===== config.mk =====
export PLATFORM = sky130hd
export DESIGN_NAME = xadc_multi_pwm
export DESIGN_NICKNAME = d
export VERILOG_FILES = /design/src/rtl/xadc_multi_pwm.sv
export SDC_FILE = /design/constraint.sdc
export NUM_CORES = 1
export LEC_CHECK = 0
export CORE_MARGIN = 1
export CORE_UTILIZATION = 60
export DETAILED_ROUTE_END_ITERATION = 8
export DONT_BUFFER_PORTS = 1
export PLACE_DENSITY = 0.81
export REMOVE_ABC_BUFFERS = 1
export SETUP_SLACK_MARGIN = 0.15
export SYNTH_ARGS = -nofsm -noshare
export SYNTH_HDL_FRONTEND = slang
export SYNTH_SLANG_ARGS = --single-unit

===== constraint.sdc =====
create_clock -name sysclk -period 3.4 [get_ports sysclk]
set_input_delay 0.51 -clock sysclk [delete_from_list [all_inputs] [get_ports sysclk]]
set_output_delay 0.51 -clock sysclk [all_outputs]
set_load 0.005 [all_outputs]

===== src/rtl/xadc_multi_pwm.sv =====
// Round-robin XADC DRP reader feeding an N-channel PWM bank.
// Duties update at period wrap so each PWM period is glitch-free.
module xadc_multi_pwm #(
    parameter int unsigned         N_CH       = 4,
    parameter logic [N_CH*7-1:0]   CH_ADDRS   = {7'h1c, 7'h14, 7'h13, 7'h03},
    parameter int unsigned         MASK_LSB   = 4,
    parameter int unsigned         PWM_MAX    = 4070,
    parameter bit                  ACTIVE_LOW = 1'b1,
    parameter int unsigned         TIMEOUT    = 63
) (
    input  logic            sysclk,
    input  logic            rst,
    input  logic            eoc_in,
    input  logic            drdy_in,
    input  logic [15:0]     do_in,
    output logic [6:0]      daddr_out,
    output logic            den_out,
    output logic            dwe_out,
    input  logic [2:0]      sel,
    output logic [3:0]      data_out,
    output logic [N_CH-1:0] pwm_out,
    output logic            sample_vld,
    output logic            timeout_err
);

    localparam int unsigned IW = (N_CH > 1) ? $clog2(N_CH) : 1;
    localparam int unsigned TW = (TIMEOUT > 1) ? $clog2(TIMEOUT + 1) : 1;
    localparam int unsigned CW = ($clog2(PWM_MAX + 1) > 12) ? $clog2(PWM_MAX + 1) : 12;
    localparam logic [11:0] KEEP_MASK = 12'(~((1 << MASK_LSB) - 1));

    typedef enum logic [1:0] {StIdle, StReq, StWait, StStore} state_e;

    state_e          state_q;
    logic [IW-1:0]   ch_idx_q;
    logic [IW-1:0]   next_ch;
    logic [TW-1:0]   tmo_q;
    logic [6:0]      cur_addr;
    logic [11:0]     masked_sample;
    logic [11:0]     duty_q     [N_CH];
    logic [11:0]     act_duty_q [N_CH];
    logic [CW-1:0]   cnt_q;
    logic [N_CH-1:0] raw_q;

    assign dwe_out       = 1'b0;
    assign masked_sample = 12'(do_in >> 4) & KEEP_MASK;
    assign next_ch       = (ch_idx_q == IW'(N_CH - 1)) ? '0 : ch_idx_q + 1'b1;

    always_comb begin
        cur_addr = CH_ADDRS[6:0];
        for (int i = 0; i < N_CH; i++) begin
            if (ch_idx_q == IW'(i)) cur_addr = CH_ADDRS[i*7 +: 7];
        end
    end

    // Shows the pending duty, not the one the PWM is currently using.
    always_comb begin
        data_out = 4'h0;
        for (int i = 0; i < N_CH; i++) begin
            if (sel == 3'(i)) data_out = duty_q[i][11:8];
        end
    end

    always_ff @(posedge sysclk or posedge rst) begin
        if (rst) begin
            state_q     <= StIdle;
            ch_idx_q    <= '0;
            tmo_q       <= '0;
            daddr_out   <= CH_ADDRS[6:0];
            den_out     <= 1'b0;
            sample_vld  <= 1'b0;
            timeout_err <= 1'b0;
            for (int i = 0; i < N_CH; i++) duty_q[i] <= '0;
        end else begin
            den_out    <= 1'b0;
            sample_vld <= 1'b0;
            unique case (state_q)
                StIdle: begin
                    if (eoc_in) begin
                        state_q   <= StReq;
                        den_out   <= 1'b1;
                        daddr_out <= cur_addr;
                        tmo_q     <= '0;
                    end
                end
                StReq: state_q <= StWait;
                StWait: begin
                    if (drdy_in) begin
                        for (int i = 0; i < N_CH; i++) begin
                            if (ch_idx_q == IW'(i)) duty_q[i] <= masked_sample;
                        end
                        sample_vld <= 1'b1;
                        state_q    <= StStore;
                    end else if (tmo_q == TW'(TIMEOUT - 1)) begin
                        // Abandon the read; skip to the next channel so one dead input
                        // cannot stall the whole scan.
                        timeout_err <= 1'b1;
                        ch_idx_q    <= next_ch;
                        state_q     <= StIdle;
                    end else begin
                        tmo_q <= tmo_q + 1'b1;
                    end
                end
                StStore: begin
                    ch_idx_q <= next_ch;
                    state_q  <= StIdle;
                end
                default: state_q <= StIdle;
            endcase
        end
    end

    always_ff @(posedge sysclk or posedge rst) begin
        if (rst) begin
            cnt_q <= '0;
            raw_q <= '0;
            for (int i = 0; i < N_CH; i++) act_duty_q[i] <= '0;
        end else begin
            if (cnt_q == CW'(PWM_MAX)) begin
                cnt_q <= '0;
                for (int i = 0; i < N_CH; i++) act_duty_q[i] <= duty_q[i];
            end else begin
                cnt_q <= cnt_q + 1'b1;
            end
            for (int i = 0; i < N_CH; i++) raw_q[i] <= (cnt_q < CW'(act_duty_q[i]));
        end
    end

    assign pwm_out = raw_q ^ {N_CH{ACTIVE_LOW}};

endmodule


# == Word-level counts from Yosys, hierarchy flattened ==
# Index checks and enable logic that the tools add are counted.
# word_totals
ff_bits,100
input_bits,23
out_inout_bits,19
wordCells,80
# classes
addsub,3
magnitude_cmp,4
n_eq_ne,16
muxes,24
bitwise_logic,2
reduce_logical,14
# op_table
cell,n
$lt 12x12->1,4
$mux 6,3
$reduce_and 3->1,6
$mux 4,4
$mux 5,3
$add 12x1->12 const B,1
$eq 12x12->1 const B,1
$mux 12,1
$mux 2,6
$pmux 6 s2,1
$eq 2x2->1 const B,4
$ne 2x2->1 const B,4
$pmux 2 s4,1
$add 6x1->6 const B,1
$eq 3x2->1 const B,2
$eq 6x6->1 const B,1
$eq 2x1->1 const B,2
$logic_not 2->1,2
$mux 1,4
$not 4->4,1
$pmux 2 s2,1
$reduce_and 2->1,2
$reduce_and 4->1,1
$reduce_bool 2->1,2
5 further kinds,5

# == Longest topological paths before layout ==
# Gate-level depths: netlist of run 1.
# depth
depth_word,5
depth_mapped,7
depth_no_buf,6

# == Worst setup path before layout of run 1 ==
# Ideal clock, no wire load.
# synth_path
path_kind,flip-flop to flip-flop
start,reg cnt_q[7]
end,reg act_duty_q[16] (netlist name)
setup_ps,125
arrival_time_ps,1601
slack_ps,1675
path_stages_with_launch,5
path_buffers,1
period_less_slack_ps,1725
path_cell_list,dfrtp_1 nand4_1 nor4_4 buf_6 mux2_2
# synth_via
elab_chain_len,1
# synth_rtl
item,line_no,source
"start, declared",41,logic [CW-1:0] cnt_q;
"start signal, assigned",122,cnt_q <= cnt_q + 1'b1;
$eq 12x12->1,118,if (cnt_q == CW'(PWM_MAX)) begin
"end, declared",40,logic [11:0] act_duty_q [N_CH];
# Every way passes these cells.
# A chain may end at the register's enable or synchronous reset.

# == Worst setup path after layout of run 1 ==
# layout_path
start,reg cnt_q[7]
end,reg act_duty_q[4] (netlist name)
# Same word-level chain as after synthesis.

==> impl_metrics.csv, run 1 <==
group,metric,value,unit
run_status,status,"finished, final reports clean",
flow_run,drv_cap,0,
global_routing,antenna_found_initial,0,
power,p_int,2.15,mW
synth,async_reset_ff_share,100,%
layout,antenna_cells,0,
route,ant_nets,0,
timing,setup_viol,0,
global_routing,grt.total_usage,23.3,%
global_routing,gr-total-overflow,0,
power,vdd_drop_max,0.000468,V
cts,clkTransAtPathRegs,90,ps
power,sequentialPowerShare,54.1,%
layout,final_layout_size_suffix_gt1_share,16.3,%
synth,synth_edf_count,0,
floorplanning,start_util,63.2,%
timing,fin_ws,1300,ps
layout,fill_cells,525,
layout,area.growth.synth_to_final,6.60,%
setup_path,critPathKind,"register to register",
cts,cts-buffers-inserted,9,
setup_path,start_kind,"register",
timing,final.min_clock_period,2100,ps
global_routing,grt_pass1_vias,3168,
route,drt_iter0_drc,186,
power,leakagePower,2.34,nW
setup_path,arrival,2360,ps
timing,hold_viol_final,0,
layout,final_common_cell,"dfrtp_1",
synth,syn_area_per_cell,11.2,um^2
cts,cts_tree,"yes",
setup_path,critPathRequiredTime,3650,ps
place,routabilityCongestion,0.845,
synth,ys_types,45,
power,switchingPower,849,uW
synth,synth_ff_type,"dfrtp_1",
setup_path,cpMaxStageDelayCell,"dfrtp_1",
floorplanning,rows,31,
route,drc,0,
route,routed_via_density,5.68,
cts,postCtsHoldBufs,0,
synth,synth_cells,420,
power,power.density,601,mW/mm^2
setup_path,worstSetupEndpointType,"register",
timing,relSlewSlack,57.3,%
timing,skew,10.8,ps
timing,post-route-period-util,61.9,%
floorplanning,io_pins,42,
timing,rsz0062_at_grt,"no",
place,dp_cells,513,
route,wire_per_inst,16.2,um
power,pwr-share-comb,18.8,%
cts,cts_num_sinks,97,
cts,cts_setup_buffers,0,
timing,fmax,475,MHz
floorplanning,die_w,90.4,um
floorplanning,core_area,0.00741,mm^2
cts,worstSkewPairLatency,360,ps
floorplanning,dieArea,0.00816,mm^2
timing,worst_pin_slew,641,ps
global_routing,grt_pass1_wl,14.7,mm
cts,htreeDepth,3,
synth,syn_area,0.00468,mm^2
power,pwr-share-clk,27.1,%
timing,slew_viol_final,0,
route,vias,3007,
place,portBuffers,0,
place,pre_cts_ws,1340,ps
synth,yosysWarnings,0,
setup_path,slowest_delay,560,ps
cts,clockRootBuffer,"clkbuf_8",
floorplanning,die_y,90.4,um
setup_path,crit_fanout,54,
synth,seq_area_frac_synth,51.8,%
layout,final_cell_mix,"dfrtp_1, nand2_1, inv_1",
cts,cts_buffer_depth,2,
timing,fin_tns_setup,0,ps
synth,ys_ff_latch,97,
cts,cts.repair.resized,0,
route,routed_wl,8.59,mm
route,firstDrtPassIters,4,
place,dpl.hpwl,6.09,mm
power,swShare,28.3,%
layout,fin_cells,529,
setup_path,cp_cell_sequence,"nand4_1 -> nor4_4 -> buf_4 -> mux2_2",
layout,finalNetCount,484,
min_path,min_path_type,"input pin to async pin",
global_routing,grt_max_degree,55,
final cells by class:
type | count | area [um^2] | area share, %
tap | 99 | 124 | 2.48
sequential | 97 | 2430 | 48.6
clock buffer | 9 | 124 | 2.48
timing repair buffer | 4 | 30.0 | 0.601
inverter | 44 | 168 | 3.36
clock inverter | 7 | 92.6 | 1.85
multi-input combinational | 269 | 2030 | 40.6
sequential cells by signal, indices dropped and copies added, names as in the netlist:
name         count
act_duty_q      32
duty_q          32
cnt_q           12
tmo_q            6
daddr_out        4
raw_q            4
ch_idx_q         2
state_q          2
den_out          1
sample_vld       1
timeout_err      1
per-layer routing:
metal	part of all wire, %	up-vias	track usage [%]
met5	0	-	0
met3	4.3	15	6.14
met1	46	1481	29.9
met4	2.0	0	9.95
met2	48	65	37.4
li1	-	1446	-
worst max-delay path: cells and delay by family (launching register included):
family	cells	cell delay, ps
simple gates	2	570
mux	1	390
flops	1	560
buf+inv	1	460
final timing paths:
path / start / to / cells past startpoint / slack [ps]
hold / removal: rst / duty_q[28] / 1 / 100
setup / recovery: cnt_q[7] / act_duty_q[4] / 4 / 1300
max in group asynchronous: rst / daddr_out[1] / 2 / 2510
hold reg to reg: duty_q[31] / act_duty_q[31] / 2 / 480
setup reg to reg: cnt_q[7] / act_duty_q[4] / 4 / 1300
min in group sysclk: drdy_in / timeout_err / 1 / 240
power groups by stage:
stage | combinational [mW] | sequential [mW] | clock (mW)
floorplan | 0.467 | 1.58 | 0
global placement | 0.533 | 1.63 | 0
detailed placement | 0.568 | 1.64 | 0
CTS | 0.571 | 1.62 | 0.825
global route | 0.632 | 1.66 | 0.871
finish | 0.565 | 1.62 | 0.813
per-stage QoR:
step	hold WS, ps	total power [mW]	cell area, um^2	utilization, %
floorplan	444	2.05	4620	-
global placement	455	2.16	4780	64.5
detailed placement	463	2.21	4780	64.5
CTS	121	3.02	4990	67.4
global route	152	3.17	4990	67.4
finish	101	3.00	4990	67.4
cell usage after synthesis (all sizes together), types with 4 or more instances:
cell type,n,area share [%]
a21o,11,1.8
nand2,47,3.8
nor2b,5,0.67
buf,9,1.3
nor2,16,1.3
nand2b,7,0.93
dfrtp,96,51
nand3,8,0.85
mux2,41,9.9
xnor2,4,0.75
a21oi,8,0.85
ha,36,9.6
mux4,4,1.9
inv,44,3.5
o21ai,39,4.2
cell families after synthesis:
group / Yosys count / synth area share [%]
DFF: 97 / 51.8
buffers and inverters: 56 / 5.05
muxes: 47 / 12.2
AOI/OAI and AO/OA: 75 / 9.70
xor gates and xnor gates: 6 / 1.12
and+or+nand+nor: 102 / 10.4
adders and majority gates: 36 / 9.62
other: 1 / 0.0801
(Power assumes the default switching activity.)
==> run 2: changes to the inputs <==
==> constraint.sdc (replaced) <==
create_clock -name sysclk -period 2.1 [get_ports sysclk]
set_input_delay 0.315 -clock sysclk [delete_from_list [all_inputs] [get_ports sysclk]]
set_output_delay 0.315 -clock sysclk [all_outputs]
set_load 0.005 [all_outputs]
==> impl_metrics.csv, run 2 (synthesis gave the netlist of run 1 again) <==
group,metric,value,unit
global_routing,grt_pass1_vias,3113,
cts,cts_num_sinks,97,
min_path,hp-start,"drdy_in",
route,ant_nets,0,
min_path,min_path_type,"input pin to register",
layout,final_layout_size_suffix_gt1_share,17.2,%
setup_path,worstSetupEndpointType,"register",
floorplanning,dieArea,0.00816,mm^2
timing,rsz0062_at_grt,"no",
floorplanning,core_area,0.00741,mm^2
power,power.density,944,mW/mm^2
global_routing,grt_max_degree,71,
timing,worst_pin_slew,525,ps
layout,final_common_cell,"dfrtp_1",
route,vias,3019,
global_routing,grt.total_usage,23.7,%
timing,final.min_clock_period,1840,ps
timing,setup_viol,0,
layout,finalNetCount,489,
layout,area.growth.synth_to_final,7.61,%
floorplanning,io_pins,42,
floorplanning,start_util,63.2,%
cts,clkTransAtPathRegs,90,ps
setup_path,r2r_slack,260,ps
setup_path,ff2ff_path_depth,4,
global_routing,gr-total-overflow,0,
layout,fill_cells,522,
cts,worstSkewPairLatency,360,ps
place,dpl.hpwl,6.38,mm
timing,fmax,544,MHz
timing,relSlewSlack,64.9,%
setup_path,cpMaxStageDelayCell,"dfrtp_1",
route,firstDrtPassIters,5,
layout,post-route-util,68.0,%
route,drt_iter0_drc,168,
floorplanning,rows,31,
power,power.total,4.76,mW
power,leakagePower,2.35,nW
setup_path,worstReg2RegEnd,"duty_q[7]",
layout,final_cell_mix,"dfrtp_1, nand2_1, inv_1",
run_status,status,"finished, final reports clean",
cts,cts-buffers-inserted,9,
route,drc,0,
flow_run,drv_cap,0,
route,routed_wl,8.79,mm
min_path,hold_path_end,"timeout_err",
setup_path,crit_fanout,8,
setup_path,cp_cell_sequence,"nand2b_1 -> nor2_2 -> nand2_1 -> mux2_1",
timing,fin_ws,261,ps
cts,cts_buffer_depth,2,
place,pre_cts_ws,268,ps
power,vdd_drop_max,0.000838,V
layout,antenna_cells,0,
cts,clockRootBuffer,"clkbuf_8",
floorplanning,die_w,90.4,um
setup_path,r2r_start,"state_q[0]",
timing,skew,9.02,ps
cts,htreeDepth,3,
timing,hold_viol_final,0,
setup_path,arrival,2090,ps
timing,slew_viol_final,0,
setup_path,start_kind,"register",
setup_path,slowest_delay,450,ps
route,wire_per_inst,16.5,um
min_path,hold_depth,1,
timing,post-route-period-util,87.6,%
setup_path,critPathKind,"register to register",
global_routing,grt_pass1_wl,14.9,mm
global_routing,antenna_found_initial,0,
layout,top_regs,"act_duty_q (32), duty_q (32), cnt_q (12)",
setup_path,critPathRequiredTime,2350,ps
cts,cts_tree,"yes",
route,routed_via_density,5.65,
floorplanning,die_y,90.4,um
place,routabilityCongestion,0.851,
place,portBuffers,0,
## run 2: changes by cell type in the layout (fill, tap and decap cells not counted), sizes merged
cell / before / now
clkbuf: 9 / 11
bufinv: 2 / 1
dlygate4sd3: 0 / 1
inv: 46 / 44
buf: 4 / 8
clkinv: 3 / 2
clkinvlp: 0 / 2
## run 2: worst max path at each step
stage | end | slack (ps) | start
CTS | act_duty_q[20] | 250 | cnt_q[5]
global route | duty_q[7] | 160 | state_q[0]
finish | duty_q[7] | 260 | state_q[0]
floorplan | cnt_q[8] | -830 | cnt_q[7]
global placement | duty_q[7] | 310 | state_q[0]
detailed placement | act_duty_q[20] | 270 | cnt_q[5]
## run 2: stage by stage
step | hold WS [ps] | cell area [um^2] | setup TNS (ps) | std cells
after global placement | 188 | 4830 | 0 | 517
after global routing | 45.3 | 5040 | 0 | 534
after detailed placement | 190 | 4830 | 0 | 517
after floorplan | 415 | 4620 | -97620 | 410
final | 46.3 | 5040 | 0 | 534
after CTS | 36.4 | 5040 | 0 | 534
## run 2: per-layer routing
layer / wire length, um / GRT usage (%)
met1: 3840 / 29.9
met2: 4450 / 40.3
met3: 354 / 4.21
met4: 149 / 9.95
met5: 0 / 0
## run 2: layout make-up
type	instances	area (um^2)	area share (%)
sequential	97	2430	48.2
multi-input combinational	269	2030	40.2
inverter	44	168	3.33
clock buffer	11	141	2.80
tap	99	124	2.46
timing repair buffer	9	95.1	1.89
clock inverter	5	55.1	1.09
## run 2: worst max-delay path: cells and delay by family, from the launching register on
family        cells  cell delay (ps)
flops             1              450
simple gates      3              840
mux               1              430
## run 2: where the power goes
group          total, mW  switching [mW]  leakage, nW  internal (mW)
combinational      0.914           0.404        0.997          0.510
clock               1.20           0.626       0.0953          0.579
sequential          2.64           0.335         1.26           2.30
## run 2: repair_timing
action | in CTS | in global routing
hold buffers | 1 | 0
hold endpoints to repair | 26 | 0
setup buffers | 0 | 0
gates resized for setup | 0 | 2
setup endpoints to repair | 0 | 10
